==> src/rtl/seg_reader.sv <==
// Scanned 7-segment display reader: debounces each digit slot and decodes its segment pattern to hex.
// Optional decimal-point capture is enabled by defining SEG_READER_DP_EN.
module seg_reader #(
  parameter int STABLE_CYC = 4
) (
  input  logic        clk,
  input  logic        rst,
  input  logic        a,
  input  logic        b,
  input  logic        c,
  input  logic        d,
  input  logic        e,
  input  logic        f,
  input  logic        g,
  input  logic        dp,
  input  logic [3:0]  digit,
  output logic [3:0]  code,
  output logic [1:0]  pos,
  output logic        dp_o,
  output logic [15:0] value,
  output logic        valid,
  output logic        err
);

  localparam logic [7:0] CNT_MAX = 8'(STABLE_CYC);

  typedef enum logic [1:0] {
    IDLE  = 2'd0,
    COUNT = 2'd1,
    DONE  = 2'd2
  } state_t;

  state_t      state_q, state_d;
  logic [7:0]  cnt_q, cnt_d;
  logic [11:0] sample_q;
  logic [3:0]  code_q, code_d;
  logic [1:0]  pos_q, pos_d;
  logic        dp_q, dp_d;
  logic [15:0] value_q, value_d;
  logic        valid_q, valid_d;
  logic        err_q, err_d;

  logic        dp_s;
  logic [11:0] word_s;
  logic        onehot_s;
  logic        same_s;
  logic [4:0]  dec_s;
  logic [1:0]  sel_s;

`ifdef SEG_READER_DP_EN
  assign dp_s = dp;
`else
  // dp is excluded from the compare so a flickering point never delays acceptance.
  logic unused_dp_s;
  assign unused_dp_s = dp;
  assign dp_s        = 1'b0;
`endif

  // {legal, hex} for a gfedcba pattern; blank and garbage both report not-legal.
  function automatic logic [4:0] seg_decode(input logic [6:0] seg);
    case (seg)
      7'h3F:   seg_decode = {1'b1, 4'h0};
      7'h06:   seg_decode = {1'b1, 4'h1};
      7'h5B:   seg_decode = {1'b1, 4'h2};
      7'h4F:   seg_decode = {1'b1, 4'h3};
      7'h66:   seg_decode = {1'b1, 4'h4};
      7'h6D:   seg_decode = {1'b1, 4'h5};
      7'h7D:   seg_decode = {1'b1, 4'h6};
      7'h07:   seg_decode = {1'b1, 4'h7};
      7'h7F:   seg_decode = {1'b1, 4'h8};
      7'h6F:   seg_decode = {1'b1, 4'h9};
      7'h77:   seg_decode = {1'b1, 4'hA};
      7'h7C:   seg_decode = {1'b1, 4'hB};
      7'h39:   seg_decode = {1'b1, 4'hC};
      7'h5E:   seg_decode = {1'b1, 4'hD};
      7'h79:   seg_decode = {1'b1, 4'hE};
      7'h71:   seg_decode = {1'b1, 4'hF};
      default: seg_decode = 5'b0_0000;
    endcase
  endfunction

  function automatic logic [1:0] pos_encode(input logic [3:0] dig);
    case (dig)
      4'b0010: pos_encode = 2'd1;
      4'b0100: pos_encode = 2'd2;
      4'b1000: pos_encode = 2'd3;
      default: pos_encode = 2'd0;
    endcase
  endfunction

  assign word_s   = {digit, g, f, e, d, c, b, a, dp_s};
  assign onehot_s = (digit == 4'b0001) || (digit == 4'b0010) ||
                    (digit == 4'b0100) || (digit == 4'b1000);
  assign same_s   = (word_s == sample_q);
  assign dec_s    = seg_decode(sample_q[7:1]);
  assign sel_s    = pos_encode(sample_q[11:8]);

  always_comb begin
    state_d = state_q;
    code_d  = code_q;
    pos_d   = pos_q;
    dp_d    = dp_q;
    value_d = value_q;
    valid_d = 1'b0;
    err_d   = 1'b0;

    if (!onehot_s || !same_s) begin
      cnt_d = 8'd0;
    end else if (cnt_q == CNT_MAX) begin
      cnt_d = cnt_q;
    end else begin
      cnt_d = cnt_q + 8'd1;
    end

    case (state_q)
      IDLE: begin
        if (onehot_s) begin
          state_d = COUNT;
        end else begin
          state_d = IDLE;
        end
      end
      COUNT: begin
        if (!onehot_s) begin
          state_d = IDLE;
        end else if (cnt_d == CNT_MAX) begin
          // The input equals sample_q here, so decode the registered copy.
          state_d = DONE;
          if (dec_s[4]) begin
            valid_d                    = 1'b1;
            code_d                     = dec_s[3:0];
            pos_d                      = sel_s;
            dp_d                       = sample_q[0];
            value_d[{sel_s, 2'b00} +: 4] = dec_s[3:0];
          end else if (sample_q[7:1] != 7'h00) begin
            err_d = 1'b1;
            pos_d = sel_s;
          end else begin
            err_d = 1'b0;
          end
        end else begin
          state_d = COUNT;
        end
      end
      DONE: begin
        if (same_s) begin
          state_d = DONE;
        end else if (onehot_s) begin
          state_d = COUNT;
        end else begin
          state_d = IDLE;
        end
      end
      default: state_d = IDLE;
    endcase
  end

  always_ff @(posedge clk) begin
    if (rst) begin
      state_q  <= IDLE;
      cnt_q    <= 8'd0;
      sample_q <= 12'h000;
      code_q   <= 4'h0;
      pos_q    <= 2'd0;
      dp_q     <= 1'b0;
      value_q  <= 16'h0000;
      valid_q  <= 1'b0;
      err_q    <= 1'b0;
    end else begin
      state_q  <= state_d;
      cnt_q    <= cnt_d;
      sample_q <= word_s;
      code_q   <= code_d;
      pos_q    <= pos_d;
      dp_q     <= dp_d;
      value_q  <= value_d;
      valid_q  <= valid_d;
      err_q    <= err_d;
    end
  end

  assign code  = code_q;
  assign pos   = pos_q;
  assign value = value_q;
  assign valid = valid_q;
  assign err   = err_q;
`ifdef SEG_READER_DP_EN
  assign dp_o  = dp_q;
`else
  assign dp_o  = 1'b0;
`endif

endmodule

==> config.mk <==
export PLATFORM = sky130hd
export DESIGN_NAME = seg_reader
export DESIGN_NICKNAME = d
export VERILOG_FILES = /design/src/rtl/seg_reader.sv
export SDC_FILE = /design/constraint.sdc
export NUM_CORES = 1
export LEC_CHECK = 0
export BUFFER_PORTS_ARGS = -buffer_cell sky130_fd_sc_hd__buf_2
export CAP_MARGIN = 25
export CORE_MARGIN = 2
export CORE_UTILIZATION = 40
export CTS_BUF_LIST = sky130_fd_sc_hd__clkbuf_16
export DETAILED_ROUTE_END_ITERATION = 10
export PLACE_DENSITY_LB_ADDON = 0.3
export SETUP_SLACK_MARGIN = 0.5
export SLEW_MARGIN = 20
export SYNTH_ARGS = -nofsm -noshare
export SYNTH_HDL_FRONTEND = slang
export SYNTH_SLANG_ARGS = --single-unit
export TNS_END_PERCENT = 100
==> constraint.sdc <==
create_clock -name clk -period 4.3 [get_ports clk]
set_input_delay 0.645 -clock clk [delete_from_list [all_inputs] [get_ports clk]]
set_output_delay 0.645 -clock clk [all_outputs]
set_load 0.03 [all_outputs]
# [Yosys cells after proc, flatten, opt, wreduce, memory -nomap -nowiden]
# Index checks and enable logic that the tools add are counted.
# W data, S select, Z words.
[word_totals] ff_bits=46 input_bits=14 wordCells=71
[classes] add_sub_neg=2 n_eq_ne=28 shift=2 n_mux=14 bitwise_logic=3 n_reduce_logical=13
[op_table] op="$eq A7 B7 Y1 const B" n=12
[op_table] op="$pmux W5 S16" n=1
[op_table] op="$bwmux W16" n=1
[op_table] op="$eq A8 B3 Y1 const B" n=2
[op_table] op="$mux W8" n=2
[op_table] op="$shift A4 B6 Y16 const A" n=1
[op_table] op="$shiftx A4 B6 Y16" n=1
[op_table] op="$eq A7 B3 Y1 const B" n=2
[op_table] op="$eq A7 B6 Y1 const B" n=2
[op_table] op="$eq A12 B12 Y1" n=1
[op_table] op="$pmux W2 S3" n=2
[op_table] op="$mux W2" n=5
[op_table] op="$add A8 B1 Y8 const B" n=1
[op_table] op="$eq A4 B2 Y1 const B" n=2
[op_table] op="$eq A4 B3 Y1 const B" n=2
[op_table] op="$eq A4 B4 Y1 const B" n=2
[op_table] op="$reduce_and A4 Y1" n=2
[op_table] op="$reduce_bool A7 Y1" n=1
[op_table] op="$neg A4 Y6" n=1
[op_table] op="$reduce_or A5 Y1" n=1
[op_table] op="$eq A4 B1 Y1 const B" n=1
[op_table] op="$logic_or A1 B1 Y1" n=4
[op_table] op="$reduce_or A4 Y1" n=1
[op_table] op="$mux W1" n=3
[op_table] op="6 further kinds" n=9

# [Logic depth before layout (Yosys ltp)]
[logic_depth] word_depth=11 mapped_depth=9 mapped_depth_nobuf=8

# [Worst setup path before layout]
# Ideal clock, no wire load.
[synth_path] path_type="input-to-reg" start="in digit[0]" end="reg pos_q[0] (netlist: pos[0])" arrival_ps=2602 setup_slack_ps=1627 path_stages=7 path_buffers=1 path_cell_list="or4b_1 o311ai_1 nand3_2 or4b_4 buf_6 or4_1 a21oi_1"
[synth_between] elab_chain_len=9 elab_cells_between_ends=14 cone_classes="6 x eq/ne; 1 x mux; 7 x reduce/logical"
[synth_rtl] item="start, declared" line_no="16" rtl="input logic [3:0] digit,"
[synth_rtl] item="$eq A4 B1 Y1 or $eq A4 B2 Y1 (tied branches)" line_no="92" rtl="assign onehot_s = (digit == 4'b0001) || (digit == 4'b0010) ||"
[synth_rtl] item="$logic_or A1 B1 Y1 (2 in series)" line_no="92"
[synth_rtl] item="$logic_or A1 B1 Y1" line_no="93" rtl="(digit == 4'b0100) || (digit == 4'b1000);"
[synth_rtl] item="$logic_not A1 Y1"
[synth_rtl] item="$logic_or A1 B1 Y1" line_no="107" rtl="if (!onehot_s || !same_s) begin"
[synth_rtl] item="$mux W8" line_no="107"
[synth_rtl] item="$eq A8 B3 Y1" line_no="126" rtl="end else if (cnt_d == CNT_MAX) begin"
[synth_rtl] item="$reduce_and A4 Y1 (no line) (*)"
[synth_rtl] item="end signal, assigned" line_no="174" rtl="pos_q <= pos_d;"
[synth_rtl] item="end, declared" line_no="37" rtl="logic [1:0] pos_q, pos_d;"
# Mark *: on every way between the ends. The rest lies on a longest branch, timed or not.
# A chain may end at the register's enable or synchronous reset.

# [Worst setup path in the final report]
[layout_path] start="reg sample_q[4]" end="reg value_q[8] (netlist: value[8])"
[layout_between] elab_chain_len=6 elab_cells_between_ends=25 cone_classes="18 x eq/ne; 1 x shift; 3 x mux; 3 x reduce/logical"
[layout_rtl] item="start, declared" line_no="35" rtl="logic [11:0] sample_q;"
[layout_rtl] item="start signal, assigned" line_no="172" rtl="sample_q <= word_s;"
[layout_rtl] item="branches (longest 6 deep; another with $pmux W5 S16)"
[layout_rtl] item="end signal, assigned" line_no="176" rtl="value_q <= value_d;"
[layout_rtl] item="end, declared" line_no="39" rtl="logic [15:0] value_q, value_d;"
# Several ways; the timed one is not identified.

==> results.md <==
- Status: completed
- DR iter-0 viols: ~180
- Total power draw: 909.5 uW
- First-pass GRT wire length: 9177 um
- Pre-CTS setup slack: 1.290 ns
- FP Rows: 29
- Synth cell types: 58
- Via count: 2166
- Crit path max fanout: 16
- P&R area growth vs syn: 12.55%
- Flops & latches, synth: 45
- Post-detail-place hpwl: 3942 um
- Met1 wire length: 2741 um
- Met2 wire len: around 2400 um
- CP cell instances: nor2_1, o32ai_1, a221o_1, o311ai_1, nor4_2, mux2i_1
- Post-layout min period: around 2.9 ns
- DRT Pass-1 Iters: 4
- Largest net degree at the start of global routing: 43
- Pleak: 1.033 nW
- Placed cell area: between 0.002 and 0.003 mm2
- N_diodes: 0
- Setup ws final: 1.434 ns
- Unrepaired setup endpoints after global routing: false
- Clock Root Buffer: clkbuf_16
- DRC Markers: 0
- Ys async rst share: 0%
- Hold buffer count at CTS: 0
- Wire length per cell: around 14 um
- CTS tree: built
- Req. time, crit path: 4.52 ns
- Die Area: 0.007296 mm2
- Clock insertion delay at the later pin of the skew report: between 0.2 and 0.3 ns
- Sequential fraction of the synthesis area: 33.98%
- Worst IR Drop VDD: 183.1 uV
- CP Launch Type: register
- Routed Antenna Nets: 0
- Vias per cell: 5.348
- Clk_skew: 0.007733 ns
- Min-Delay Path Class: reg -> reg
- Synth Warn #: 0
- Initial antenna violation count: 0
- Syn avg cell area: about 8.7 um2
- Post-Route Setup TNS: 0 ns
- Total CTS buffers: 5
- Most frequent cells in the layout: dfxtp_1, buf_2, nand2_1, nand2b_1, xnor2_1
- Max Cap Violations: 0
- # clock sinks: 45
- Met3 wire len: 312 um
- Crit. End Element: register
- Starting density of the core: 41.52%
- Power Density: 304.8 mW/mm2
- Max frequency: around 350 MHz
- Most common cell after layout, fill and taps aside: dfxtp_1
- Final Cycle Share: 66.66%
- WS Path Type: reg -> reg
- IO Pins: 39
- Vias in the first global route: about 1800
- GPL Wtd Cong: 0.7926
- Top_reg_cell synth: dfxtp_1
- Pins Over Slew Limit: 0
- Top delay family on crit path: compound AO/OA/AOI/OAI gates
- Slowest stage delay, CP: between 0.6 and 0.7 ns
- Syn Inst Count: 304
- Die width: 85.42 um
- Share of post-route cells with drive strength above 1: 18.90%
- Mapped Nets: 324
- Final Cell Area: 0.002984 mm2
- Crit path DAT: between 3 and 4 ns
- Drt total wl: 5548 um
- Core Area: approximately 0.0064 mm2
- Crit path buf inv count: 0
- Top layer in use: met4
- Die outline height: 85.42 um
- Gr ovfl total: 0
- Final Setup Violations: 0
- Rel. slew slack: 53.17%
- Clock buffer depth: 2
- Synth Cell Area: 0.002651 mm2
- Clk slew on worst S/H paths: 0.07 ns
- H-tree Lvls: 2
- Slew @ Worst Pin: 0.6927 ns
- CP max-delay cell: dfxtp_1
- Final hold viol count: 0
- EDFF count, synth: 0
- All-layer global routing usage: 15.56%
- Post-CTS Resized: 0
- IO buf count: 36
- Postcts setup bufs: 0
- Final Net Count: 347
==> through the flow <==
step / util, % / hold slack, ns / instances
after floorplan: - / 0.5012 / 304
final: 46.73 / 0.4623 / 405
after detailed placement: 44.38 / 0.4569 / 397
after global placement: 44.38 / 0.4562 / 397
after global routing: 46.73 / 0.4744 / 405
after CTS: 46.73 / 0.4684 / 405
==> Yosys cell counts, drive strengths merged, types with 9 or more instances <==
library cell | n | area, um2
inv | 11 | 41.29
nor4 | 12 | 108.9
dfxtp | 45 | 900.9
clkbuf | 11 | 41.29
nor2b | 14 | 87.58
buf | 9 | 52.55
nand2 | 29 | 108.9
xnor2 | 17 | 148.9
mux2i | 15 | 150.1
nor2 | 13 | 48.80
nand3 | 12 | 65.06
nand2b | 19 | 118.9
==> metal layers <==
layer	vias up	GRT usage [%]
met5	-	0
met4	0	5.339
met3	5	3.502
met2	53	23.58
met1	986	21.78
li1	1122	-
==> cell families after synthesis <==
logic type | share of synthesized area (%)
AND/OR/NAND/NOR | 33.65
flip-flops | 33.98
AO/OA/AOI/OAI | 10.95
buffers and inverters | 5.097
XOR/XNOR | 7.267
multiplexers | 6.088
adder cells (fa/ha/maj) | 2.831
other | 0.1414
==> final timing paths <==
check                         startpoint                    end  slack [ns]  cells after the start
setup / recovery  sample_q[4]$_SDFF_PP0_  value[8]$_SDFFE_PP0P_        1.43                      6
hold / removal      code[2]$_SDFFE_PP0P_   code[2]$_SDFFE_PP0P_        0.46                      2
setup reg to reg  sample_q[4]$_SDFF_PP0_  value[8]$_SDFFE_PP0P_        1.43                      6
hold reg to reg     code[2]$_SDFFE_PP0P_   code[2]$_SDFFE_PP0P_        0.46                      2
==> final cells by class <==
cell class	count	area (um2)
Timing Repair Buffer	36	180.2
Tap cell	77	96.34
Clock buffer	5	125.1
Inverter	11	41.29
Fill cell	649	3402
Multi-Input combinational cell	228	1615
Clock inverter	3	25.02
Sequential cell	45	900.9
==> worst register-to-register path, stage by stage (launching register included) <==
cell and delay [ns]:
dfxtp_1 0.68, nor2_1 0.15, o32ai_1 0.37, a221o_1 0.45, o311ai_1 0.27, nor4_2 0.63, mux2i_1 0.25
==> state kept, by name, summed over array words and instances, names as in the netlist <==
signal,cells
code,4
sample_q,11
err,1
value,16
valid,1
cnt_q,8
pos,2
state_q,2
==> power by group <==
| part | internal (mW) | leakage (nW) | switching [mW] | total (mW) |
|---|---|---|---|---|
| clock network | 0.219 | 0.0704 | 0.173 | 0.392 |
| logic | 0.0363 | 0.597 | 0.0411 | 0.0774 |
| registers | 0.424 | 0.366 | 0.0165 | 0.440 |
| total | 0.678 | 1.03 | 0.231 | 0.910 |
(Power assumes the default switching activity.)
